## config.mk

```make
export PLATFORM = sky130hd
export DESIGN_NAME = fifo_tx_serializer
export DESIGN_NICKNAME = d
export VERILOG_FILES = /design/src/rtl/ser_pkg.sv /design/src/rtl/bit_tick_gen.sv /design/src/rtl/fifo_tx_serializer.sv
export SDC_FILE = /design/constraint.sdc
export NUM_CORES = 1
export LEC_CHECK = 0
export ABC_AREA = 0
export CAP_MARGIN = 20
export CORE_MARGIN = 2
export CORE_UTILIZATION = 30
export DETAILED_ROUTE_END_ITERATION = 16
export HOLD_SLACK_MARGIN = 0.03
export SLEW_MARGIN = 25
export SYNTH_ARGS = -nofsm -noshare
export SYNTH_HDL_FRONTEND = slang
export SYNTH_SLANG_ARGS = --single-unit
export TNS_END_PERCENT = 5
```

## constraint.sdc

```tcl
create_clock -name i_clk -period 1.95 [get_ports i_clk]
set_input_delay 0.4875 -clock i_clk [delete_from_list [all_inputs] [get_ports i_clk]]
set_output_delay 0.4875 -clock i_clk [all_outputs]
set_load 0.1 [all_outputs]
```

## src/rtl/ser_pkg.sv

```systemverilog
// Shared encodings and line levels for the FIFO transmit serializer.
// FIFO_TX_SERIALIZER_PARITY_EN adds the PARITY state to the encoding.
package ser_pkg;

  typedef enum logic [2:0] {
    S_IDLE    = 3'd0,
    S_POP     = 3'd1,
    S_CAPTURE = 3'd2,
    S_START   = 3'd3,
    S_DATA    = 3'd4,
`ifdef FIFO_TX_SERIALIZER_PARITY_EN
    S_PARITY  = 3'd5,
`endif
    S_STOP    = 3'd6
  } state_t;

  localparam logic TX_IDLE_LEVEL = 1'b1;
  localparam logic START_LEVEL   = 1'b0;

  localparam int STOP_BITS_MIN = 1;
  localparam int STOP_BITS_MAX = 2;

  function automatic logic stop_bits_legal(input int n);
    return (n >= STOP_BITS_MIN) && (n <= STOP_BITS_MAX);
  endfunction

endpackage

```

## src/rtl/bit_tick_gen.sv

```systemverilog
// Bit-period divider: down-counter that ticks on terminal count and reloads.
// A load restarts the period so the first bit is a full CLK_DIV long.
module bit_tick_gen #(
  parameter int CLK_DIV = 2
) (
  input  logic i_clk,
  input  logic i_rst,
  input  logic i_load,
  output logic o_tick
);

  localparam int DW = $clog2(CLK_DIV + 1);
  localparam logic [DW-1:0] RELOAD = DW'(CLK_DIV - 1);

  logic [DW-1:0] r_cnt;

  always_ff @(posedge i_clk) begin
    if (i_rst) begin
      r_cnt <= '0;
    end else if (i_load || (r_cnt == '0)) begin
      r_cnt <= RELOAD;
    end else begin
      r_cnt <= r_cnt - DW'(1);
    end
  end

  assign o_tick = (r_cnt == '0);

endmodule

```

## src/rtl/fifo_tx_serializer.sv

```systemverilog
// Pops words from a synchronous FIFO and sends them LSB-first with start/stop framing.
// Define FIFO_TX_SERIALIZER_PARITY_EN to append an even-parity bit after the data.
module fifo_tx_serializer
  import ser_pkg::*;
#(
  parameter int WIDTH     = 8,
  parameter int CLK_DIV   = 2,
  parameter int STOP_BITS = 1
) (
  input  logic             i_clk,
  input  logic             i_rst,
  input  logic             i_enable,
  input  logic             i_fifo_empty,
  input  logic [WIDTH-1:0] i_fifo_data,
  output logic             o_fifo_rd_en,
  output logic             o_tx_out,
  output logic             o_busy,
  output logic             o_done
);

  localparam int BCW = $clog2(WIDTH + 1);
  localparam logic [BCW-1:0] BIT_LAST  = BCW'(WIDTH - 1);
  localparam logic           STOP_LAST = 1'(STOP_BITS - 1);

  if (!stop_bits_legal(STOP_BITS) || (CLK_DIV < 1) || (WIDTH < 1)) begin : g_bad_params
    $error("fifo_tx_serializer: illegal parameter set");
  end

  state_t           r_state;
  state_t           w_state_nxt;
  logic [WIDTH-1:0] r_shift;
  logic [WIDTH-1:0] w_shift_nxt;
  logic [BCW-1:0]   r_bit_cnt;
  logic [BCW-1:0]   w_bit_cnt_nxt;
  logic             r_stop_cnt;
  logic             w_stop_cnt_nxt;
  logic             w_tx_nxt;
  logic             w_rd_en_nxt;
  logic             w_done_nxt;
  logic             w_load;
  logic             w_tick;
  logic             w_launch;
`ifdef FIFO_TX_SERIALIZER_PARITY_EN
  logic             r_parity;
  logic             w_parity_nxt;
`endif

  bit_tick_gen #(
    .CLK_DIV(CLK_DIV)
  ) u_tick (
    .i_clk (i_clk),
    .i_rst (i_rst),
    .i_load(w_load),
    .o_tick(w_tick)
  );

  assign w_launch = i_enable && !i_fifo_empty;

  always_ff @(posedge i_clk) begin
    if (i_rst) begin
      r_state <= S_IDLE;
    end else begin
      r_state <= w_state_nxt;
    end
  end

  always_comb begin
    w_state_nxt = r_state;
    case (r_state)
      S_IDLE:    if (w_launch) w_state_nxt = S_POP;
      S_POP:     w_state_nxt = S_CAPTURE;
      S_CAPTURE: w_state_nxt = S_START;
      S_START:   if (w_tick) w_state_nxt = S_DATA;
      S_DATA: begin
        if (w_tick && (r_bit_cnt == BIT_LAST)) begin
`ifdef FIFO_TX_SERIALIZER_PARITY_EN
          w_state_nxt = S_PARITY;
`else
          w_state_nxt = S_STOP;
`endif
        end
      end
`ifdef FIFO_TX_SERIALIZER_PARITY_EN
      S_PARITY:  if (w_tick) w_state_nxt = S_STOP;
`endif
      S_STOP:    if (w_tick && (r_stop_cnt == STOP_LAST)) w_state_nxt = S_IDLE;
      default:   w_state_nxt = S_IDLE;
    endcase
  end

  // Next values for the registered outputs and the datapath; levels hold unless a bit boundary hits.
  always_comb begin
    w_tx_nxt       = o_tx_out;
    w_rd_en_nxt    = 1'b0;
    w_done_nxt     = 1'b0;
    w_load         = 1'b0;
    w_shift_nxt    = r_shift;
    w_bit_cnt_nxt  = r_bit_cnt;
    w_stop_cnt_nxt = r_stop_cnt;
`ifdef FIFO_TX_SERIALIZER_PARITY_EN
    w_parity_nxt   = r_parity;
`endif
    case (r_state)
      S_IDLE: begin
        w_tx_nxt    = TX_IDLE_LEVEL;
        w_rd_en_nxt = w_launch;
      end
      S_CAPTURE: begin
        w_shift_nxt    = i_fifo_data;
        w_tx_nxt       = START_LEVEL;
        w_load         = 1'b1;
        w_bit_cnt_nxt  = '0;
        w_stop_cnt_nxt = 1'b0;
`ifdef FIFO_TX_SERIALIZER_PARITY_EN
        w_parity_nxt   = ^i_fifo_data;
`endif
      end
      S_START: begin
        if (w_tick) begin
          w_tx_nxt      = r_shift[0];
          w_shift_nxt   = r_shift >> 1;
          w_bit_cnt_nxt = '0;
        end
      end
      S_DATA: begin
        if (w_tick) begin
          if (r_bit_cnt == BIT_LAST) begin
`ifdef FIFO_TX_SERIALIZER_PARITY_EN
            w_tx_nxt = r_parity;
`else
            w_tx_nxt = TX_IDLE_LEVEL;
`endif
            w_stop_cnt_nxt = 1'b0;
          end else begin
            w_tx_nxt      = r_shift[0];
            w_shift_nxt   = r_shift >> 1;
            w_bit_cnt_nxt = r_bit_cnt + BCW'(1);
          end
        end
      end
`ifdef FIFO_TX_SERIALIZER_PARITY_EN
      S_PARITY: begin
        if (w_tick) w_tx_nxt = TX_IDLE_LEVEL;
      end
`endif
      S_STOP: begin
        w_tx_nxt = TX_IDLE_LEVEL;
        if (w_tick) begin
          if (r_stop_cnt == STOP_LAST) begin
            w_done_nxt = 1'b1;
          end else begin
            w_stop_cnt_nxt = r_stop_cnt + 1'b1;
          end
        end
      end
      default: begin
        w_tx_nxt = TX_IDLE_LEVEL;
      end
    endcase
  end

  always_ff @(posedge i_clk) begin
    if (i_rst) begin
      o_tx_out     <= TX_IDLE_LEVEL;
      o_fifo_rd_en <= 1'b0;
      o_done       <= 1'b0;
      r_shift      <= '0;
      r_bit_cnt    <= '0;
      r_stop_cnt   <= 1'b0;
`ifdef FIFO_TX_SERIALIZER_PARITY_EN
      r_parity     <= 1'b0;
`endif
    end else begin
      o_tx_out     <= w_tx_nxt;
      o_fifo_rd_en <= w_rd_en_nxt;
      o_done       <= w_done_nxt;
      r_shift      <= w_shift_nxt;
      r_bit_cnt    <= w_bit_cnt_nxt;
      r_stop_cnt   <= w_stop_cnt_nxt;
`ifdef FIFO_TX_SERIALIZER_PARITY_EN
      r_parity     <= w_parity_nxt;
`endif
    end
  end

  assign o_busy = (r_state != S_IDLE);

endmodule

```

* After elaboration in Yosys (flattened, before gate mapping)
Cells that the tools add are included.
** Storage, ports and cells
- Flip-flop bits (word level) :: 21
- Bits of input ports :: 12
- Output and inout port bits :: 4
- Word-level logic and storage cells :: 72
** Cells by class
- $add $sub $neg :: 3
- Equality and inequality tests :: 14
- Mux-type cells :: 25
- Bitwise logic cells :: 4
- Reductions and logical operators :: 17
** Operator list (number)
- $mux 8 :: 3
- $pmux 8 s3 :: 1
- $pmux 3 s6 :: 1
- $ne 2x2->1 const B :: 8
- $mux 3 :: 4
- $mux 4 :: 3
- $pmux 4 s3 :: 1
- $reduce_and 4->1 :: 3
- $mux 1 :: 10
- $reduce_bool 3->1 :: 3
- $eq 3x2->1 const B :: 2
- $eq 3x3->1 const B :: 2
- $pmux 1 s3 :: 2
- $add 4x1->4 const B :: 1
- $eq 4x3->1 const B :: 1
- $not 1->1 :: 4
- $reduce_or 2->1 :: 2
- $eq 3x1->1 const B :: 1
- $logic_and 1x1->1 :: 3
- $logic_not 3->1 :: 1
- $reduce_or 3->1 :: 1
- $logic_not 2->1 :: 1
- $reduce_and 2->1 :: 1
- $sub 2x1->2 const B :: 1
- 3 further kinds :: 3

* Longest topological paths before layout
Gate-level depths: netlist (run 1).
- Word-level depth :: 4
- Gate-level depth with buffers :: 7
- Depth with buffers taken out :: 6

* Hierarchy
A second synthesis (run 1) with hierarchy kept.
** Second synthesis, totals
- Cells, all modules :: 113
- Area total of the unflattened synthesis :: 1018.5 sq um
** By module, submodules not included
- fifo_tx_serializer :: instances 1, cells each 105, area each 937.1 sq um, sequential area each 360.3 sq um
- bit_tick_gen :: instances 1, cells each 8, area each 81.3 sq um, sequential area each 40.0 sq um

* Worst setup path before layout (run 1)
OpenSTA, ideal clock, no wires.
- Kind :: register -> output
- From :: register r_state[1]
- To :: output o_busy
- Data arrival time :: 1.479 ns
- Required time :: 1.462 ns
- Setup slack :: -0.016 ns
- Cell stages (with the launch flop) :: 4
- Path buffers :: 2
- Path through :: dfxtp_1 > buf_2 > clkbuf_1 > or3_1
** On the way
- Cells in the longest elaborated chain, start to end :: 1
** Ends and longest elaborated chain
- start: declaration :: line fifo_tx_serializer.sv:29 : state_t r_state;
- start signal: assignment :: line fifo_tx_serializer.sv:63 : r_state <= w_state_nxt;
- $reduce_bool 3->1 :: line fifo_tx_serializer.sv:186 : assign o_busy = (r_state != S_IDLE);
- end: declaration :: line fifo_tx_serializer.sv:17 : output logic o_busy,
Every way passes these cells.

* Final worst setup path (run 1)
- From :: register r_state[0]
- To :: output o_busy
The elaborated chain is that of the path after synthesis.

==> out/qor.csv, run 1 <==
stage,metric,value,unit
synth,yosys warns,0,
setup_path,crit end category,primary output,
die,Top Ports,16,
synth,post-synthesis cell type count,35,
final_layout,# diodes,0,
setup_path,cell family with most CP delay,simple AND/OR/NAND/NOR gates,
cts,clock tree sinks,20,
routing,Vias/cell,5.251,
routing,final WL,2724,um
grt,pin count of the biggest net entering global routing,23,
grt,met2 usage,21.59,%
final_layout,Layout area overhead,27.85,%
timing,Slew Limit Headroom,72.41,%
grt,GRT met3 Usage,4.110,%
setup_path,Crit path required time,1.46,ns
timing,Final Cycle Share,93.90,%
pwr,P_leak,0.5400,nW
die,Core ar.,3661,sq um
timing,Hold Fails Final Rpt,0,
routing,Via Count,1087,
job,Max-Cap Viols,0,
place,Post-DP HPWL,1945,um
setup_path,Worst path max stage delay,0.53,ns
synth,syn_nets,157,
setup_path,CP arrival,1.34,ns
setup_path,crit path launch type,flip-flop,
place,IO Port Bufs,15,
setup_path,Crit Path Category,reg2out,
cts,CTS tree,done,
worst_hold_path,worst hold-check path type,reg2reg,
pwr,Power Dens Cells,974.0,nW/um^2
final_layout,layout cell share with drive strength beyond 1,15.72,%
setup_path,CP Depth,2,
grt,Top Usage Layer GRT,met2,
final_layout,final-layout fill cell count,371,
cts,Clock Latency Late Sink,0.26,ns
grt,initial antenna violation count,0,
synth,register area share after synthesis,35.09,%
grt,vias in the first global route,979,
grt,grt met1 use,18.06,%
die,Die ar.,4313,sq um
pwr,worst IR drop on VDD,0.5331,mV
grt,first-pass GRT wire length,4498,um
routing,DR iter-0 viols,70,
place,Final Wtd Congestion,0.7777,
die,Rows,22,
final_layout,post-route cell area,1459,sq um
timing,Final Max Slew Viols,0,
timing,RSZ-0062 raised after global routing,no,
routing,Post-DRT Antenna Nets,0,
routing,DR pass1 iterations,4,
synth,Post-Synthesis Cell Area,1141,sq um
timing,# setup viols final,0,
die,Die Width,65.68,um
worst_hold_path,Hold Crit Depth,3,
final_layout,fin nets,174,
synth,count of state elements after synthesis,20,
cts,CTS Root Cell,clkbuf_8,
synth,Post-synth EDFFs,0,
setup_path,"slowest stage cell, crit path",or3_2,
die,die height,65.68,um
timing,fmax,546.1,MHz
final_layout,Multi-input gate area,643.1,sq um
timing,setup tns final,0,ns
place,placement-stage cell area,1403,sq um
cts,CTS H-Tree Depth,1,
grt,total grt overflow,0,
setup_path,Reg2Reg Depth,4,
setup_path,Crit path buffers/inverters,1,
final_layout,FF/Latch Area,401.6,sq um
die,Initial Util,31.17,%
cts,Longest Clk Path Bufs,2,
routing,DRC violations left,0,
run_status,status,completed,
synth,Synth Area per Inst,7.980,sq um
grt,All-Layer GR Usage,13.41,%
routing,WL/cell,13.16,um
cts,TritonCTS buffer count,3,
setup_path,CP cell instances,or3_2 -> buf_12,
synth,post-synthesis async set-or-reset flop share,0,%
synth,"Top FF cell, synth",dfxtp_1,
timing,shortest period the worst path allows,1.831,ns
setup_path,Crit Path Max Fanout,5,
cts,clk slew on worst S/H paths,0.07,ns
timing,worst clock skew,0.001787,ns
timing,Worst Max-Slew Pin Slew,0.4139,ns
synth,Syn Inst Count,143,
## metal layers
layer  share of wire, %  vias to the layer above
met5                  0                        -
li1                   -                      556
met4               0.44                        0
met3                4.4                        2
met2                 45                       23
met1                 50                      506
## cell usage after synthesis (2+ instances only)
library cell  number  share of area (%)
nor3b_1            2                1.3
nand3b_1           5                3.3
dfxtp_1           20                 35
ha_1               2                2.2
nor2_1             6                2.0
nand3_1            6                2.6
o22ai_1            5                2.7
a32oi_1            2                1.5
nand2_1           17                5.6
buf_2              4                1.8
o21ai_0            3                1.3
buf_4              2                1.3
nor2b_1            3                1.6
a21oi_1            5                2.2
nand2b_1           2                1.1
a22oi_1            7                4.6
clkbuf_1           6                2.0
a21oi_2            3                2.3
nor3_1            11                4.8
a311oi_1           7                5.4
inv_1             11                3.6
## worst register-to-register path, stage by stage, from the launching register on
cell      delay [ns]
dfxtp_1         0.54
nor3b_4         0.29
and3_1          0.45
a41oi_2         0.18
a311oi_2        0.26
## cells by family after synthesis
kind of cell               synth area share (%)
and+or+nand+nor                           26.43
AOI/OAI and AO/OA                         27.63
buffers and inverters                     8.662
DFF                                       35.09
adders and majority gates                 2.193
## report_power, final
part           switching (mW)  internal (mW)
Sequential             0.0676          0.476
Combinational           0.328          0.234
Clock                   0.137          0.180
## layout make-up
cell class | count | area share [%]
Inverter | 11 | 2.830
Tap cell | 48 | 4.117
Clock buffer | 4 | 3.774
Timing Repair Buffer | 24 | 17.67
Sequential cell | 20 | 27.53
Multi-Input combinational cell | 100 | 44.08
## placed cells by master, fill, tap and decap left out, types with 2 or more instances in the layout
cell              n
dfxtp_1          19
nand2_1          17
inv_1            11
nor3_1           11
clkdlybuf4s50_1  11
buf_4             9
a22oi_1           7
a311oi_1          7
nand3_1           6
nor2_1            6
nand3b_1          5
o22ai_1           5
a21oi_1           5
clkbuf_8          4
buf_12            4
nor2b_1           3
a21oi_2           3
o21ai_0           3
nor3b_1           2
nand2b_1          2
a32oi_1           2
ha_1              2
## sequential cells by signal (all words and copies together), names as in the netlist
| signal | count |
|---|---|
| o_fifo_rd_en | 1 |
| o_done | 1 |
| u_tick.r_cnt | 2 |
| r_state | 3 |
| o_tx_out | 1 |
| r_bit_cnt | 4 |
| r_shift | 8 |
## what timing repair did
action / in CTS / in global routing
endpoints found under the setup margin: 0 / 1
gates resized for setup: 0 / 1
setup buffers: 0 / 0
hold buffers: 0 / 0
## path summary, 6_finish.rpt
| check | from | to | slack (ns) |
|---|---|---|---|
| worst max-delay path | r_state[0]$_SDFFE_PP0P_ | o_busy | 0.12 |
| worst min-delay path | u_tick.r_cnt[0]$_SDFF_PP0_ | u_tick.r_cnt[0]$_SDFF_PP0_ | 0.51 |
| worst max register to register | r_state[2]$_SDFFE_PP0P_ | r_bit_cnt[3]$_SDFFE_PP0P_ | 0.15 |
| worst min register to register | u_tick.r_cnt[0]$_SDFF_PP0_ | u_tick.r_cnt[0]$_SDFF_PP0_ | 0.51 |
## stage by stage
step / utilization (%) / setup slack, ns / power [mW] / instances / hold slack [ns]
global route: 39.85 / 0.02527 / 1.507 / 207 / 0.5648
floorplan: - / 0.09574 / 0.9270 / 143 / 0.4778
finish: 39.85 / 0.1189 / 1.421 / 207 / 0.5115
global placement: 38.31 / 0.2572 / 1.104 / 203 / 0.4863
detailed placement: 38.31 / 0.1781 / 1.109 / 203 / 0.4993
CTS: 39.82 / 0.04356 / 1.428 / 207 / 0.5183
Note: power is estimated with default switching activity, not from simulation.
==> run 2, diff against run 1 <==
--- a/config.mk
+++ b/config.mk
@@ -11,7 +11,8 @@
 export CORE_UTILIZATION = 30
 export DETAILED_ROUTE_END_ITERATION = 16
 export HOLD_SLACK_MARGIN = 0.03
-export SLEW_MARGIN = 25
+export REMOVE_ABC_BUFFERS = 1
+export SLEW_MARGIN = 20
 export SYNTH_ARGS = -nofsm -noshare
 export SYNTH_HDL_FRONTEND = slang
 export SYNTH_SLANG_ARGS = --single-unit
==> out/qor.csv, run 2 (synthesized netlist as in run 1, its figures left out) <==
stage,metric,value,unit
setup_path,Crit Path Category,reg2out,
setup_path,Worst path max stage delay,0.47,ns
die,Die ar.,4313,sq um
grt,pin count of the biggest net entering global routing,19,
die,Top Ports,16,
pwr,P_sw,0.5328,mW
place,Inst Count DP,205,
cts,cts hold-fix bufs,0,
job,Max-Cap Viols,0,
setup_path,Crit Path Max Fanout,13,
final_layout,final cell count without fillers,209,
final_layout,"commonest non-fill, non-tap cell in the layout",dfxtp_1,
final_layout,layout cell share with drive strength beyond 1,15.53,%
timing,shortest period the worst path allows,1.863,ns
grt,vias in the first global route,1083,
grt,All-Layer GR Usage,14.41,%
cts,clock tree sinks,20,
setup_path,CP Depth,2,
timing,worst clock skew,0.003844,ns
final_layout,# diodes,0,
routing,WL/cell,13.00,um
place,IO Port Bufs,15,
pwr,Internal,0.8909,mW
final_layout,most frequent cells in the layout,"20 x dfxtp_1, 17 x nand2_1",
setup_path,"slowest stage cell, crit path",dfxtp_1,
timing,Hold Fails Final Rpt,0,
grt,initial antenna violation count,0,
cts,CTS Root Cell,clkbuf_8,
setup_path,Crit path required time,1.46,ns
timing,setup tns final,0,ns
setup_path,Crit path buffers/inverters,1,
timing,Final Cycle Share,95.54,%
routing,DR iter-0 viols,24,
final_layout,final-layout fill cell count,358,
pwr,Combinational Power Share,39.2,%
pwr,worst IR drop on VDD,0.3794,mV
cts,Post-CTS Resized,0,
cts,CTS H-Tree Depth,1,
pwr,clock share of power,22.1,%
setup_path,crit end category,primary output,
die,Initial Util,31.17,%
timing,fmax,536.7,MHz
grt,first-pass GRT wire length,4919,um
grt,total grt overflow,0,
timing,RSZ-0062 raised after global routing,no,
timing,Final Max Slew Viols,0,
routing,final WL,2717,um
routing,Vias/cell,5.450,
worst_hold_path,Hold Crit Depth,3,
run_status,status,completed,
routing,Post-DRT Antenna Nets,0,
routing,Via Count,1139,
die,Die Width,65.68,um
cts,CTS tree,done,
final_layout,Biggest register,r_shift,
setup_path,CP cell instances,or3_1 -> buf_12,
final_layout,biggest regs,"r_shift (8), r_bit_cnt (4), r_state (3)",
routing,DR pass1 iterations,4,
cts,TritonCTS buffer count,3,
setup_path,CP arrival,1.38,ns
pwr,Power Dens Cells,967.6,nW/um^2
cts,Clock Latency Late Sink,0.26,ns
setup_path,crit path launch type,flip-flop,
pwr,P_leak,0.5506,nW
timing,Worst Max-Slew Pin Slew,0.5139,ns
final_layout,Layout area overhead,28.95,%
cts,Post-CTS Setup Inserts,0,
final_layout,fin nets,176,
die,die height,65.68,um
cts,Longest Clk Path Bufs,2,
die,Core ar.,3661,sq um
pwr,Tot Pwr,1.424,mW
cts,clk slew on worst S/H paths,0.07,ns
place,Final Wtd Congestion,0.8010,
die,Rows,22,
timing,Slew Limit Headroom,65.69,%
setup_path,cell family with most CP delay,flip-flops,
setup_path,Reg2Reg Depth,5,
timing,# setup viols final,0,
pwr,Flop pwr share,38.7,%
place,Post-DP HPWL,1923,um
routing,DRC violations left,0,
worst_hold_path,worst hold-check path type,reg2reg,
pwr,sw frac,37.43,%
final_layout,max reg flops,8,
==> run 2: area by class of cell <==
cell class | instances | area [sq um] | area share [%]
sequential | 20 | 400.4 | 27.21
inverter | 11 | 41.29 | 2.806
clock buffer | 4 | 55.05 | 3.741
tap | 48 | 60.06 | 4.082
multi-input combinational | 100 | 641.9 | 43.62
timing repair buffer | 26 | 272.8 | 18.54
==> run 2: per-stage QoR <==
stage                     util [%]  cell area [sq um]  hold WS, ns  worst slack (ns)
after floorplan                  -               1084       0.4777          -0.05097
after global placement       38.69               1416       0.4965            0.2769
after detailed placement     38.69               1416       0.5074            0.2501
after CTS                    40.19               1471       0.5264           0.09286
after global routing         40.19               1471       0.5565          0.007174
final                        40.19               1471       0.5165           0.08690
==> run 2: power groups by stage <==
| stage | Combinational [mW] | Sequential, mW | Clock (mW) |
|---|---|---|---|
| floorplan | 0.310 | 0.593 | 0 |
| global placement | 0.548 | 0.554 | 0 |
| detailed placement | 0.557 | 0.558 | 0 |
| CTS | 0.557 | 0.549 | 0.321 |
| global route | 0.617 | 0.558 | 0.341 |
| finish | 0.559 | 0.551 | 0.314 |
==> run 2: worst paths after layout <==
path / endpoint / slack, ns / start
hold / removal: u_tick.r_cnt[0]$_SDFF_PP0_ / 0.52 / u_tick.r_cnt[0]$_SDFF_PP0_
hold reg to reg: u_tick.r_cnt[0]$_SDFF_PP0_ / 0.52 / u_tick.r_cnt[0]$_SDFF_PP0_
setup reg to reg: r_shift[5]$_SDFFE_PP0P_ / 0.21 / r_state[1]$_SDFFE_PP0P_
setup / recovery: o_busy / 0.09 / r_state[1]$_SDFFE_PP0P_
==> run 2: worst min-delay path: stages (launching register included) <==
cell,delay (ns)
dfxtp_1,0.30
inv_1,0.06
nor3_1,0.05
nor2_1,0.07
==> run 2: metal layers <==
| metal | part of all wire (%) | wire [um] | GRT usage [%] |
|---|---|---|---|
| met1 | 47 | 1286 | 18.32 |
| met2 | 47 | 1264 | 23.74 |
| met3 | 5.2 | 141 | 3.082 |
| met4 | 0.85 | 23 | 5.469 |
| met5 | 0 | 0 | 0 |
==> run 3, diff against run 2 <==
--- a/config.mk
+++ b/config.mk
@@ -12,6 +12,7 @@
 export DETAILED_ROUTE_END_ITERATION = 16
 export HOLD_SLACK_MARGIN = 0.03
 export REMOVE_ABC_BUFFERS = 1
+export SKIP_LAST_GASP = 1
 export SLEW_MARGIN = 20
 export SYNTH_ARGS = -nofsm -noshare
 export SYNTH_HDL_FRONTEND = slang
==> results of run 3 <==
The final DEF is identical to that of run 2; final timing and power are the same.
